File: config.mk
export PLATFORM = sky130hd
export DESIGN_NAME = tdm_mux_scanner
export DESIGN_NICKNAME = d
export VERILOG_FILES = /design/src/rtl/tdm_mux_scanner_pkg.sv /design/src/rtl/tdm_mux_scanner_mux_nto1.sv /design/src/rtl/tdm_mux_scanner.sv
export SDC_FILE = /design/constraint.sdc
export NUM_CORES = 1
export LEC_CHECK = 0
export CORE_ASPECT_RATIO = 0.5
export CORE_UTILIZATION = 55
export CTS_BUF_LIST = sky130_fd_sc_hd__clkbuf_4 sky130_fd_sc_hd__clkbuf_8
export CTS_CLUSTER_DIAMETER = 150
export CTS_CLUSTER_SIZE = 40
export DETAILED_ROUTE_END_ITERATION = 8
export DONT_BUFFER_PORTS = 1
export GPL_ROUTABILITY_DRIVEN = 0
export GPL_TIMING_DRIVEN = 1
export PLACE_DENSITY = 0.79
export SYNTH_ARGS = -nofsm -noshare
export SYNTH_HDL_FRONTEND = slang
export SYNTH_SLANG_ARGS = --single-unit
File: constraint.sdc
create_clock -name clk -period 5.8 [get_ports clk]
set_clock_uncertainty 0.2 [all_clocks]
set_input_delay 0.87 -clock clk [delete_from_list [all_inputs] [get_ports clk]]
set_output_delay 0.87 -clock clk [all_outputs]
set_load 0.01 [all_outputs]
File: src/rtl/tdm_mux_scanner_pkg.sv
// Shared mode codes and FSM state encoding for the TDM word multiplexer/scanner.
package tdm_mux_scanner_pkg;

   localparam logic [1:0] MODE_MANUAL = 2'b00;
   localparam logic [1:0] MODE_SCAN   = 2'b01;
   localparam logic [1:0] MODE_HOLD   = 2'b10;

   typedef enum logic [1:0] {
      ST_MANUAL = 2'b00,
      ST_SCAN   = 2'b01,
      ST_HOLD   = 2'b10
   } state_t;

   // The unused code 2'b11 behaves as HOLD.
   function automatic state_t mode_to_state(input logic [1:0] mode);
      case (mode)
         MODE_MANUAL: return ST_MANUAL;
         MODE_SCAN:   return ST_SCAN;
         default:     return ST_HOLD;
      endcase
   endfunction

endpackage

File: src/rtl/tdm_mux_scanner_mux_nto1.sv
// Combinational NCH:1 word select built as a log2(NCH)-level tree of 2:1 stages.
module mux_nto1 #(
   parameter  int WIDTH = 8,
   parameter  int NCH   = 4,
   localparam int SELW  = $clog2(NCH)
) (
   input  logic [NCH*WIDTH-1:0] in_data,
   input  logic [SELW-1:0]      sel,
   output logic [WIDTH-1:0]     out_data
);

   // Level l halves the candidates using select bit l (LSB first).
   for (genvar l = 0; l < SELW; l++) begin : g_lvl
      localparam int N = NCH >> (l + 1);
      logic [WIDTH-1:0] q [N];
      for (genvar i = 0; i < N; i++) begin : g_node
         if (l == 0) begin : g_leaf
            assign q[i] = sel[0] ? in_data[(2*i+1)*WIDTH +: WIDTH]
                                 : in_data[(2*i)*WIDTH +: WIDTH];
         end else begin : g_inner
            assign q[i] = sel[l] ? g_lvl[l-1].q[2*i+1] : g_lvl[l-1].q[2*i];
         end
      end
   end

   assign out_data = g_lvl[SELW-1].q[0];

endmodule

File: src/rtl/tdm_mux_scanner.sv
// Registered NCH:1 word multiplexer with MANUAL, SCAN (round-robin with dwell) and HOLD modes.
module tdm_mux_scanner
   import tdm_mux_scanner_pkg::*;
#(
   parameter int WIDTH = 8,
   parameter int NCH   = 4,
   parameter int SELW  = 2,
   parameter int DWELL = 4
) (
   input  logic                 clk,
   input  logic                 rst,
   input  logic [NCH*WIDTH-1:0] in_data,
   input  logic [NCH-1:0]       ch_en,
   input  logic [1:0]           mode,
   input  logic [SELW-1:0]      sel,
   output logic [WIDTH-1:0]     out_data,
   output logic [SELW-1:0]      out_ch,
   output logic                 out_valid,
   input  logic                 out_ready,
   output logic                 wrap
);

   localparam int             CNTW      = (DWELL > 1) ? $clog2(DWELL) : 1;
   localparam logic [CNTW-1:0] DWELL_MAX = CNTW'(DWELL - 1);

   state_t           state, state_next;
   logic [SELW-1:0]  ptr, ptr_first, ptr_next;
   logic [CNTW-1:0]  dwell_cnt;
   logic [WIDTH-1:0] sel_word, ptr_word;
   logic             load, entry, expired, any_en, beat, skip;

   mux_nto1 #(.WIDTH(WIDTH), .NCH(NCH)) u_sel_mux (
      .in_data  (in_data),
      .sel      (sel),
      .out_data (sel_word)
   );

   mux_nto1 #(.WIDTH(WIDTH), .NCH(NCH)) u_ptr_mux (
      .in_data  (in_data),
      .sel      (ptr),
      .out_data (ptr_word)
   );

   // Priority searches; with no channel enabled ptr_next keeps ptr so the scan freezes.
   always_comb begin
      // NOTE: every always_comb output gets a default first so no path can infer a latch.
      ptr_first = '0;
      ptr_next  = ptr;
      any_en    = |ch_en;
      for (int i = NCH - 1; i >= 0; i--) begin
         if (ch_en[i]) ptr_first = SELW'(i);
      end
      // Offset NCH wraps to ptr itself, so a lone enabled channel re-selects itself.
      for (int i = NCH; i >= 1; i--) begin
         if (ch_en[ptr + SELW'(i)]) ptr_next = ptr + SELW'(i);
      end
   end

   always_comb begin
      state_next = mode_to_state(mode);
      load       = !out_valid || out_ready;
      entry      = (state_next == ST_SCAN) && (state != ST_SCAN);
      expired    = (dwell_cnt == DWELL_MAX);
      beat       = (state_next == ST_SCAN) && !entry && load && expired && ch_en[ptr];
      skip       = (state_next == ST_SCAN) && !entry && expired && !ch_en[ptr] && any_en;
   end

   // NOTE: sequential state is written with non-blocking assignments only, so every
   // register samples the pre-edge values regardless of process ordering.
   always_ff @(posedge clk) begin
      if (rst) state <= ST_MANUAL;
      else     state <= state_next;
   end

   always_ff @(posedge clk) begin
      if (rst) begin
         ptr       <= '0;
         dwell_cnt <= '0;
      end else if (entry) begin
         ptr       <= ptr_first;
         dwell_cnt <= '0;
      end else if (state_next == ST_SCAN) begin
         if (beat || skip) begin
            ptr       <= ptr_next;
            dwell_cnt <= '0;
         end else if (!expired) begin
            dwell_cnt <= dwell_cnt + 1'b1;
         end
      end
   end

   // A stalled beat (valid && !ready) blocks every capture until it is accepted.
   always_ff @(posedge clk) begin
      if (rst) begin
         out_data  <= '0;
         out_ch    <= '0;
         out_valid <= 1'b0;
         wrap      <= 1'b0;
      end else begin
         wrap <= beat && (ptr_next <= ptr);
         if (load) begin
            case (state_next)
               ST_MANUAL: begin
                  out_data  <= sel_word;
                  out_ch    <= sel;
                  out_valid <= ch_en[sel];
               end
               ST_SCAN: begin
                  if (beat) begin
                     out_data  <= ptr_word;
                     out_ch    <= ptr;
                     out_valid <= 1'b1;
                  end else begin
                     out_valid <= 1'b0;
                  end
               end
               default: out_valid <= 1'b0;
            endcase
         end
      end
   end

endmodule

### After elaboration in Yosys (flattened, before gate mapping)

Cells that the tools add are included.

* register bits: 18
* input bits: 43
* output and inout port bits: 12
* word-level logic and storage cells: 82

* add/sub/neg operators: 4
* $lt $le $gt $ge: 6
* equality and inequality tests: 6
* multiplexer cells: 35
* reductions and logical operators: 24

Operator list (count)
* 2-to-1 mux 8 bit: 7
* 2-to-1 mux 2 bit: 13
* one-hot mux 8 bit (2 select lines): 1
* less-than comparator 2 x 3 -> 1 bit, second input constant: 5
* binary-select mux 1 bit (select 2 bit): 5
* logical AND 1 bit: 9
* one-hot mux 2 bit (2 select lines): 2
* 2-to-1 mux 1 bit: 6
* nonzero test 2 bit: 3
* adder 2 x 1 -> 2 bit, second input constant: 2
* adder 2 bit, second input constant: 2
* equality test 2 x 1 -> 1 bit, second input constant: 2
* logical NOT 2 bit: 2
* != test 2 x 1 -> 1 bit, second input constant: 2
* AND reduction 2 bit: 2
* OR reduction 4 bit: 1
* logical NOT 1 bit: 3
* AND reduction 3 bit: 1
* equality test 2 bit, second input constant: 1
* less-or-equal comparator 2 bit: 1
* logical OR 1 bit: 2
* != test 2 bit, second input constant: 1
* one-hot mux 1 bit (2 select lines): 1
* OR reduction 2 bit: 1

### Longest topological paths before layout

Gate-level depths: netlist of run 1.

* word-level depth: 13
* mapped depth: 10

### By module

From an unflattened synthesis of run 1, not the netlist that was laid out.

* cell total of the unflattened synthesis: 130
* area, all modules: 1351.3 um2

By module, submodules not included
* tdm_mux_scanner: instances 1, cells an instance 110, area an instance 958.4 um2, seq. area each 360.3 um2
* mux_nto1: instances 2, cells an instance 10, area an instance 196.4 um2, seq. area each 0.0 um2

### Worst setup path before layout of run 1

Ideal clock, no wire load.

* path kind: input -> register
* start: input ch_en[3]
* end: register ptr[1]
* arrival time: 2.203 ns
* path slack: 3.311 ns
* stages on the path: 6
* path buffers: 1
* cell sequence: buf_4 mux4_2 a32oi_1 nand4_1 mux2i_1 a211oi_1

* longest elaborated chain between the ends: 8
* elaborated cells on any way between the ends: 26

Ends and longest elaborated chain
* from (decl): RTL line tdm_mux_scanner.sv:13 `input logic [NCH-1:0] ch_en,`
* binary-select mux 1 bit (select 2 bit) (on tied branches): RTL line tdm_mux_scanner.sv:55, tdm_mux_scanner.sv:64, tdm_mux_scanner.sv:65
* 2-to-1 mux 1 bit (on tied branches): RTL line tdm_mux_scanner.sv:55, tdm_mux_scanner.sv:64, tdm_mux_scanner.sv:65
* 2-to-1 mux 2 bit or logical NOT 1 bit (tied branches): RTL line tdm_mux_scanner.sv:55, tdm_mux_scanner.sv:65
* 2-to-1 mux 2 bit or logical AND 1 bit (tied branches) (2 in a row): RTL line tdm_mux_scanner.sv:55, tdm_mux_scanner.sv:65
* 2-to-1 mux 2 bit or logical OR 1 bit (tied branches): RTL line tdm_mux_scanner.sv:83 `if (beat || skip) begin`
* 2-to-1 mux 2 bit or nonzero test 2 bit (tied branches)
* 2-to-1 mux 2 bit or AND reduction 2 bit (tied branches)
* to (signal assigned): RTL line tdm_mux_scanner.sv:80 `ptr <= ptr_first;`
* to (signal assigned): RTL line tdm_mux_scanner.sv:84 `ptr <= ptr_next;`
* to (decl): RTL line tdm_mux_scanner.sv:27 `logic [SELW-1:0] ptr, ptr_first, ptr_next;`

Parallel ways exist; a longest one is shown, timed or not. The select of a mux whose other input is x is not followed.
A chain may end at the register's enable or synchronous reset.

### Worst setup path after layout of run 1

* start: register ptr[0]
* end: register out_data[2]

* longest elaborated chain between the ends: 5
* elaborated cells on any way between the ends: 10

Ends and longest elaborated chain
* binary-select mux 1 bit (select 2 bit): RTL line tdm_mux_scanner.sv:64 `beat = (state_next == ST_SCAN) && !entry && load && expired && ch_en[ptr];`
* 2-to-1 mux 1 bit (not written as such): RTL line tdm_mux_scanner.sv:64
* logical AND 1 bit: RTL line tdm_mux_scanner.sv:64
* != test 2 bit (no line)
* AND reduction 3 bit (no line)
* to (signal assigned): RTL line tdm_mux_scanner.sv:104 `out_data <= sel_word;`
* to (signal assigned): RTL line tdm_mux_scanner.sv:110 `out_data <= ptr_word;`
* to (decl): RTL line tdm_mux_scanner.sv:16 `output logic [WIDTH-1:0] out_data,`

Parallel ways exist; a longest one is shown, timed or not. The select of a mux whose other input is x is not followed.

==> results of run 1 <==
==> sequential cells by signal (all words and copies together), names as in the netlist <==
register   flops
out_data       8
dwell_cnt      2
out_ch         2
ptr            2
state          2
out_valid      1
wrap           1
==> logic make-up (layout without fill, tap and decap cells) <==
group	Yosys count	in the layout
adders and majority gates	3	3
and+or+nand+nor	39	39
DFF	18	18
buffers and inverters	17	9
AOI/OAI and AO/OA	27	27
muxes	28	28
==> metrics by stage <==
| step | power [mW] | instances | hold slack, ns |
|---|---|---|---|
| global placement | 0.2051 | 157 | 0.2756 |
| finish | 0.3094 | 161 | 0.3173 |
| global route | 0.3244 | 161 | 0.3501 |
| floorplan | 0.2098 | 132 | 0.2639 |
| CTS | 0.3118 | 161 | 0.3139 |
| detailed placement | 0.2079 | 157 | 0.3016 |
==> layer usage <==
| metal | global-route usage | vias up | wire length [um] |
|---|---|---|---|
| li1 | - | 501 | - |
| met1 | 0.2716 | 530 | 1367 |
| met2 | 0.3896 | 34 | 1533 |
| met3 | 0.06588 | 2 | 223 |
| met4 | 0.02885 | 0 | 18 |
| met5 | 0 | - | 0 |
==> synth_stat cells, types with 2 or more instances <==
| library cell | instances |
|---|---|
| sky130_fd_sc_hd__o21ai_0 | 2 |
| sky130_fd_sc_hd__and2b_1 | 2 |
| sky130_fd_sc_hd__clkbuf_8 | 5 |
| sky130_fd_sc_hd__nor3_1 | 2 |
| sky130_fd_sc_hd__mux4_2 | 14 |
| sky130_fd_sc_hd__buf_6 | 4 |
| sky130_fd_sc_hd__buf_4 | 2 |
| sky130_fd_sc_hd__a21oi_1 | 6 |
| sky130_fd_sc_hd__nand2b_1 | 4 |
| sky130_fd_sc_hd__mux4_1 | 4 |
| sky130_fd_sc_hd__nand3b_1 | 2 |
| sky130_fd_sc_hd__nand2_1 | 5 |
| sky130_fd_sc_hd__a211oi_1 | 3 |
| sky130_fd_sc_hd__nor2_2 | 2 |
| sky130_fd_sc_hd__a311oi_2 | 2 |
| sky130_fd_sc_hd__ha_1 | 3 |
| sky130_fd_sc_hd__mux2i_1 | 10 |
| sky130_fd_sc_hd__dfxtp_1 | 18 |
| sky130_fd_sc_hd__nor2_1 | 14 |
| sky130_fd_sc_hd__inv_1 | 5 |
| sky130_fd_sc_hd__a211oi_2 | 9 |
==> report_power, final <==
part           switching (mW)  leakage (nW)  internal, mW
Clock                  0.0440        0.0288        0.0604
Combinational          0.0260         0.364        0.0370
Sequential             0.0110         0.148         0.131
Total                  0.0811         0.540         0.228
==> final timing paths <==
check / to / slack [ns] / cells past startpoint
min: dwell_cnt[1] / 0.32 / 2
max: out_data[2] / 2.88 / 5
max reg2reg: out_data[2] / 2.88 / 5
min reg2reg: dwell_cnt[1] / 0.32 / 2
==> worst register-to-register path, delay by kind of cell, from the launching register on <==
family | cells | cell delay [ns]
AO/OA/AOI/OAI | 2 | 1.12
flip-flops | 1 | 0.83
AND/OR/NAND/NOR | 2 | 0.28
multiplexers | 1 | 0.39
==> layout make-up <==
class                           instances  area, um2  share of cell area
Clock buffer                            4      55.05             0.03670
Inverter                                5      18.77             0.01251
Multi-Input combinational cell         97       1020              0.6797
Sequential cell                        18      360.3              0.2402
Tap cell                               37      46.29             0.03086
==> cell usage in the layout, fill, tap and decap left out, types with 3 or more instances in the layout <==
cell type and count:
sky130_fd_sc_hd__a211oi_2 8, sky130_fd_sc_hd__a21oi_1 6, sky130_fd_sc_hd__mux2i_1 10, sky130_fd_sc_hd__dfxtp_1 18
sky130_fd_sc_hd__nor2_1 14, sky130_fd_sc_hd__inv_1 5, sky130_fd_sc_hd__ha_1 3, sky130_fd_sc_hd__nand2b_1 4
sky130_fd_sc_hd__clkbuf_8 4, sky130_fd_sc_hd__mux4_1 4, sky130_fd_sc_hd__nand2_1 5, sky130_fd_sc_hd__mux4_2 14
sky130_fd_sc_hd__a211oi_1 3
==> metrics.yaml, run 1 <==
status:
  run_status: "completed"
synthesis:
  synth.yosys.seq_area_share: 0.2365
  synth_edf_count: 0
  synth_seq_cells: 18
  synth_compound_area_frac: 0.1593
  synth_area_leaders: "sky130_fd_sc_hd__dfxtp_1, sky130_fd_sc_hd__mux4_2, sky130_fd_sc_hd__a211oi_2"
  yosys.area_share.adder: 0.02463
  yosysUniqueCellTypes: 35
  ys_warns: 0
  yosys.area_share.xor_xnor: 0
  syn_area_per_cell_um2: 11.55
  synth_cells: 132
  synth_async_sr_flop_share: 0
  simple_gate_area_share_of_the_yosys_netlist: 0.1388
  syn_area_um2: 1524
  synthDominantCellAreaShare: 0.2365
  largest_family_of_logic_cells_by_synthesized_area: "multiplexers"
  postSynth.topFlopCell: "sky130_fd_sc_hd__dfxtp_1"
  synthesis.nets: 178
  netlist.top_cell.by_area: "sky130_fd_sc_hd__dfxtp_1"
  multiplexer_fraction_of_the_synthesized_cell_area: 0.3415
cells_and_area:
  syn2layout_area_growth_pct: -1.560
  finish.utilization: 0.5729
  insertedDiodeCount: 0
  stdcell_area_um2: 1500
  fin_nets: 171
  num-fill-cells: 218
  layout-drive-gt1-share: 0.2661
drt:
  detail_route.first_pass.iterations: 4
  ant_nets: 0
  vias_per_cell: 6.627
  first_iter_violations: 66
  count_of_vias_placed_by_the_detailed_router: 1067
  post_drt_wl_per_cell_um: 19.52
  wirelength_um: 3142
  total_drc_errors_in_the_routed_layout: 0
clock_network:
  cts.reportedPaths.clkPinSlew_ns: 0.07
  htree_num_levels: 1
  cts-resized-gates: 0
  inserted_clock_buffers: 3
  clock_latency_ns: 0.26
  clk_path_buf_depth: 2
  ctsHoldBuffers: 0
  cts_tree: "done"
  clk_root_buffer_cell: "sky130_fd_sc_hd__clkbuf_8"
  post-cts-setup-buffers: 0
  numClockSinks: 18
critical_path:
  crit_chain: "mux4_2 -> nand4_2 -> a211oi_4 -> nor2_1 -> a211oi_2"
  critical_path.top_delay_family: "compound AO/OA/AOI/OAI gates"
  regToRegStartpoint: "ptr[0]"
  worst_path_largest_cell_delay_ns: 0.88
  cp.buffers_inverters: 0
  arrival_time_reported_for_the_critical_path_endpoint_ns: 2.89
  worst_path_max_delay_cell: "sky130_fd_sc_hd__a211oi_4"
  cp-end-kind: "flip-flop"
  worst_ep_required_time_ns: 5.78
  timing.critical_path.from_type: "flip-flop"
  cp_max_fo: 20
  worstSetupPathType: "flip-flop to flip-flop"
  cp-startpoint: "ptr[0]"
placement:
  dpl.hpwl_um: 2409
  placed_cell_area_um2: 1445
  count_of_port_buffers_added_during_placement: 0
  dp_worst_setup_slack_ns: 2.872
pwr:
  ir_drop_mv: 0.07774
  p_per_area_nw_per_um2: 206.3
  total_leakage_power_nw: 0.5402
die:
  core-area_um2: 2619
  floorplan.die.width_um: 76.44
  die_area_um2: 2998
  initial_utilization: 0.5819
  io_pins: 55
  core.rowCount: 13
  die-height_um: 39.22
sta:
  totalNegativeSetupSlack_ns: 0
  final_max_slew_viol_count: 0
  tightestPinTransition_ns: 0.9969
  timing_hold_violations_final: 0
  setup_viol: 0
  rsz0062_at_grt: "no"
  post-route-period-util: 0.5029
  finalCriticalPeriod_ns: 2.917
  fmax_mhz: 342.9
  worst_slack_setup_final_ns: 2.883
  tightest_slew_margin_relative_to_the_limit: 0.3333
grt:
  grt_start_max_net_pins: 21
  grt_first_pass_wirelength_um: 4816
  globalRoute.totalOverflow: 0
  antenna_found_initial: 0
  grt_pass1_vias: 1001
  global_route.usage.total: 0.2172
flow_run:
  drv.max_cap_violation_count: 0
min_path:
  startpoint_of_the_lowest_slack_hold_path: "dwell_cnt[1]"
  worst_hold_path_type: "flip-flop to flip-flop"
No activity file was read; power rests on OpenSTA's default activity.
==> inputs of run 2 (changes only) <==
--- a/config.mk
+++ b/config.mk
@@ -14,7 +14,7 @@
 export DONT_BUFFER_PORTS = 1
 export GPL_ROUTABILITY_DRIVEN = 0
 export GPL_TIMING_DRIVEN = 1
-export PLACE_DENSITY = 0.79
+export PLACE_DENSITY = 0.82
 export SYNTH_ARGS = -nofsm -noshare
 export SYNTH_HDL_FRONTEND = slang
 export SYNTH_SLANG_ARGS = --single-unit
==> constraint.sdc (replaced) <==
create_clock -name clk -period 2.4 [get_ports clk]
set_clock_uncertainty 0.2 [all_clocks]
set_input_delay 0.36 -clock clk [delete_from_list [all_inputs] [get_ports clk]]
set_output_delay 0.36 -clock clk [all_outputs]
set_load 0.01 [all_outputs]
==> metrics.yaml, run 2 (same netlist as run 1, synthesis figures left out) <==
cells_and_area:
  regMostFlops: "out_data"
  layout_common_cells: "sky130_fd_sc_hd__dfxtp_1, sky130_fd_sc_hd__mux4_2, sky130_fd_sc_hd__nor2_1"
  largest_reg_flops: 8
  layout.cells.most_common: "sky130_fd_sc_hd__dfxtp_1"
  instances_no_fill: 166
  fin_nets: 176
  finish.utilization: 0.5929
  insertedDiodeCount: 0
  layout-drive-gt1-share: 0.2868
  num-fill-cells: 221
  syn2layout_area_growth_pct: 1.888
sta:
  worst_slack_setup_final_ns: 0.3468
  fmax_mhz: 487.0
  tightestPinTransition_ns: 0.7984
  timing_hold_violations_final: 0
  setup_viol: 0
  totalNegativeSetupSlack_ns: 0
  post-route-period-util: 0.8555
  tightest_slew_margin_relative_to_the_limit: 0.4660
  rsz0062_at_grt: "no"
  final_max_slew_viol_count: 0
  finalCriticalPeriod_ns: 2.053
grt:
  grt_first_pass_wirelength_um: 5306
  global_route.usage.total: 0.2401
  grt_start_max_net_pins: 21
  globalRoute.totalOverflow: 0
  grt_pass1_vias: 1145
  antenna_found_initial: 0
drt:
  post_drt_wl_per_cell_um: 19.80
  first_iter_violations: 41
  vias_per_cell: 6.783
  count_of_vias_placed_by_the_detailed_router: 1126
  ant_nets: 0
  total_drc_errors_in_the_routed_layout: 0
  wirelength_um: 3287
  detail_route.first_pass.iterations: 4
placement:
  dp_worst_setup_slack_ns: 0.3640
  dpl.hpwl_um: 2283
  count_of_port_buffers_added_during_placement: 0
  instance_count_after_placement_with_tap_cells_included: 161
clock_network:
  cts_tree: "done"
  cts-resized-gates: 0
  numClockSinks: 18
  htree_num_levels: 1
  clock_latency_ns: 0.26
  clk_root_buffer_cell: "sky130_fd_sc_hd__clkbuf_8"
  clk_path_buf_depth: 2
  cts.reportedPaths.clkPinSlew_ns: 0.07
  inserted_clock_buffers: 3
pwr:
  combinational_power_share: 0.229
  total_leakage_power_nw: 0.5691
  internal-power_uw: 559.1
  ir_drop_mv: 0.2098
  power.share.sequential: 0.442
  p_clk_frac: 0.329
  p_per_area_nw_per_um2: 490.6
  power_switching_share: 0.2661
  net-switching-power_uw: 202.7
flow_run:
  drv.max_cap_violation_count: 0
die:
  initial_utilization: 0.5819
  io_pins: 55
  die-height_um: 39.22
  floorplan.die.width_um: 76.44
  core-area_um2: 2619
  die_area_um2: 2998
  core.rowCount: 13
critical_path:
  worst_ep_required_time_ns: 2.36
  cp-end-kind: "flip-flop"
  timing.critical_path.from_type: "flip-flop"
  arrival_time_reported_for_the_critical_path_endpoint_ns: 2.02
  cp_max_fo: 9
  regToRegSetupSlack_ns: 0.35
  worstSetupPathType: "flip-flop to flip-flop"
min_path:
  worst_hold_path_type: "primary input to flip-flop"
status:
  run_status: "completed"
## run 2: cell types whose count changed in the layout (fill, tap and decap cells not counted)
cell	before	now
sky130_fd_sc_hd__buf_4	0	3
sky130_fd_sc_hd__buf_12	0	1
sky130_fd_sc_hd__dlygate4sd3_1	0	1
## run 2: path summary, 6_finish.rpt
path	from	to	cells after the start
worst max-delay path	ptr[1]	wrap	9
worst min-delay path	mode[1]	state[1]	1
worst max register to register	ptr[1]	wrap	9
worst min register to register	dwell_cnt[1]	dwell_cnt[1]	2
## run 2: layer usage
metal | vias up | wire, um | track usage
met4 | 0 | 34 | 0.07212
met1 | 565 | 1268 | 0.2569
met2 | 48 | 1700 | 0.4730
met3 | 4 | 284 | 0.08000
met5 | - | 0 | 0
li1 | 509 | - | -
## run 2: what timing repair did
item / CTS / global route
hold endpoints to repair: 15 / 0
hold buffers: 1 / 0
setup buffers: 0 / 0
## run 2: worst max-delay path: stages, from the launching register on
cell and delay, ns:
sky130_fd_sc_hd__dfxtp_1 0.52, sky130_fd_sc_hd__inv_1 0.12, sky130_fd_sc_hd__a22oi_1 0.20, sky130_fd_sc_hd__o22ai_1 0.12, sky130_fd_sc_hd__a31oi_1 0.23, sky130_fd_sc_hd__ha_1 0.19
sky130_fd_sc_hd__inv_1 0.04, sky130_fd_sc_hd__a21oi_1 0.13, sky130_fd_sc_hd__a21oi_1 0.05, sky130_fd_sc_hd__nor4_1 0.16
## run 2: per-stage QoR
stage / area, um2 / hold WS, ns / total power [mW]
final: 1553 / 0.04643 / 0.7617
after global routing: 1553 / 0.03533 / 0.7913
after CTS: 1553 / 0.03973 / 0.7648
after detailed placement: 1488 / 0.2286 / 0.5075
after global placement: 1488 / 0.2270 / 0.5025
after floorplan: 1524 / 0.2639 / 0.5070
## run 2: layout make-up
cell class,count,area [um2],area share
Sequential cell,18,360.3,0.2321
Clock buffer,4,55.05,0.03546
Timing Repair Buffer,5,52.55,0.03384
Multi-Input combinational cell,97,1020,0.6567
Tap cell,37,46.29,0.02981
Inverter,5,18.77,0.01209
## run 2: power by group through the flow
| stage | clock network [mW] | logic (mW) | registers [mW] |
|---|---|---|---|
| floorplan | 0 | 0.170 | 0.337 |
| detailed placement | 0 | 0.165 | 0.343 |
| global route | 0.263 | 0.190 | 0.339 |
| finish | 0.251 | 0.174 | 0.337 |
| CTS | 0.254 | 0.174 | 0.336 |
| global placement | 0 | 0.160 | 0.342 |
==> inputs of run 3 (changes only) <==
--- a/config.mk
+++ b/config.mk
@@ -8,7 +8,6 @@
 export CORE_ASPECT_RATIO = 0.5
 export CORE_UTILIZATION = 55
 export CTS_BUF_LIST = sky130_fd_sc_hd__clkbuf_4 sky130_fd_sc_hd__clkbuf_8
-export CTS_CLUSTER_DIAMETER = 150
 export CTS_CLUSTER_SIZE = 40
 export DETAILED_ROUTE_END_ITERATION = 8
 export DONT_BUFFER_PORTS = 1
==> results of run 3 <==
The final DEF is identical to that of run 2; final timing and power are the same.
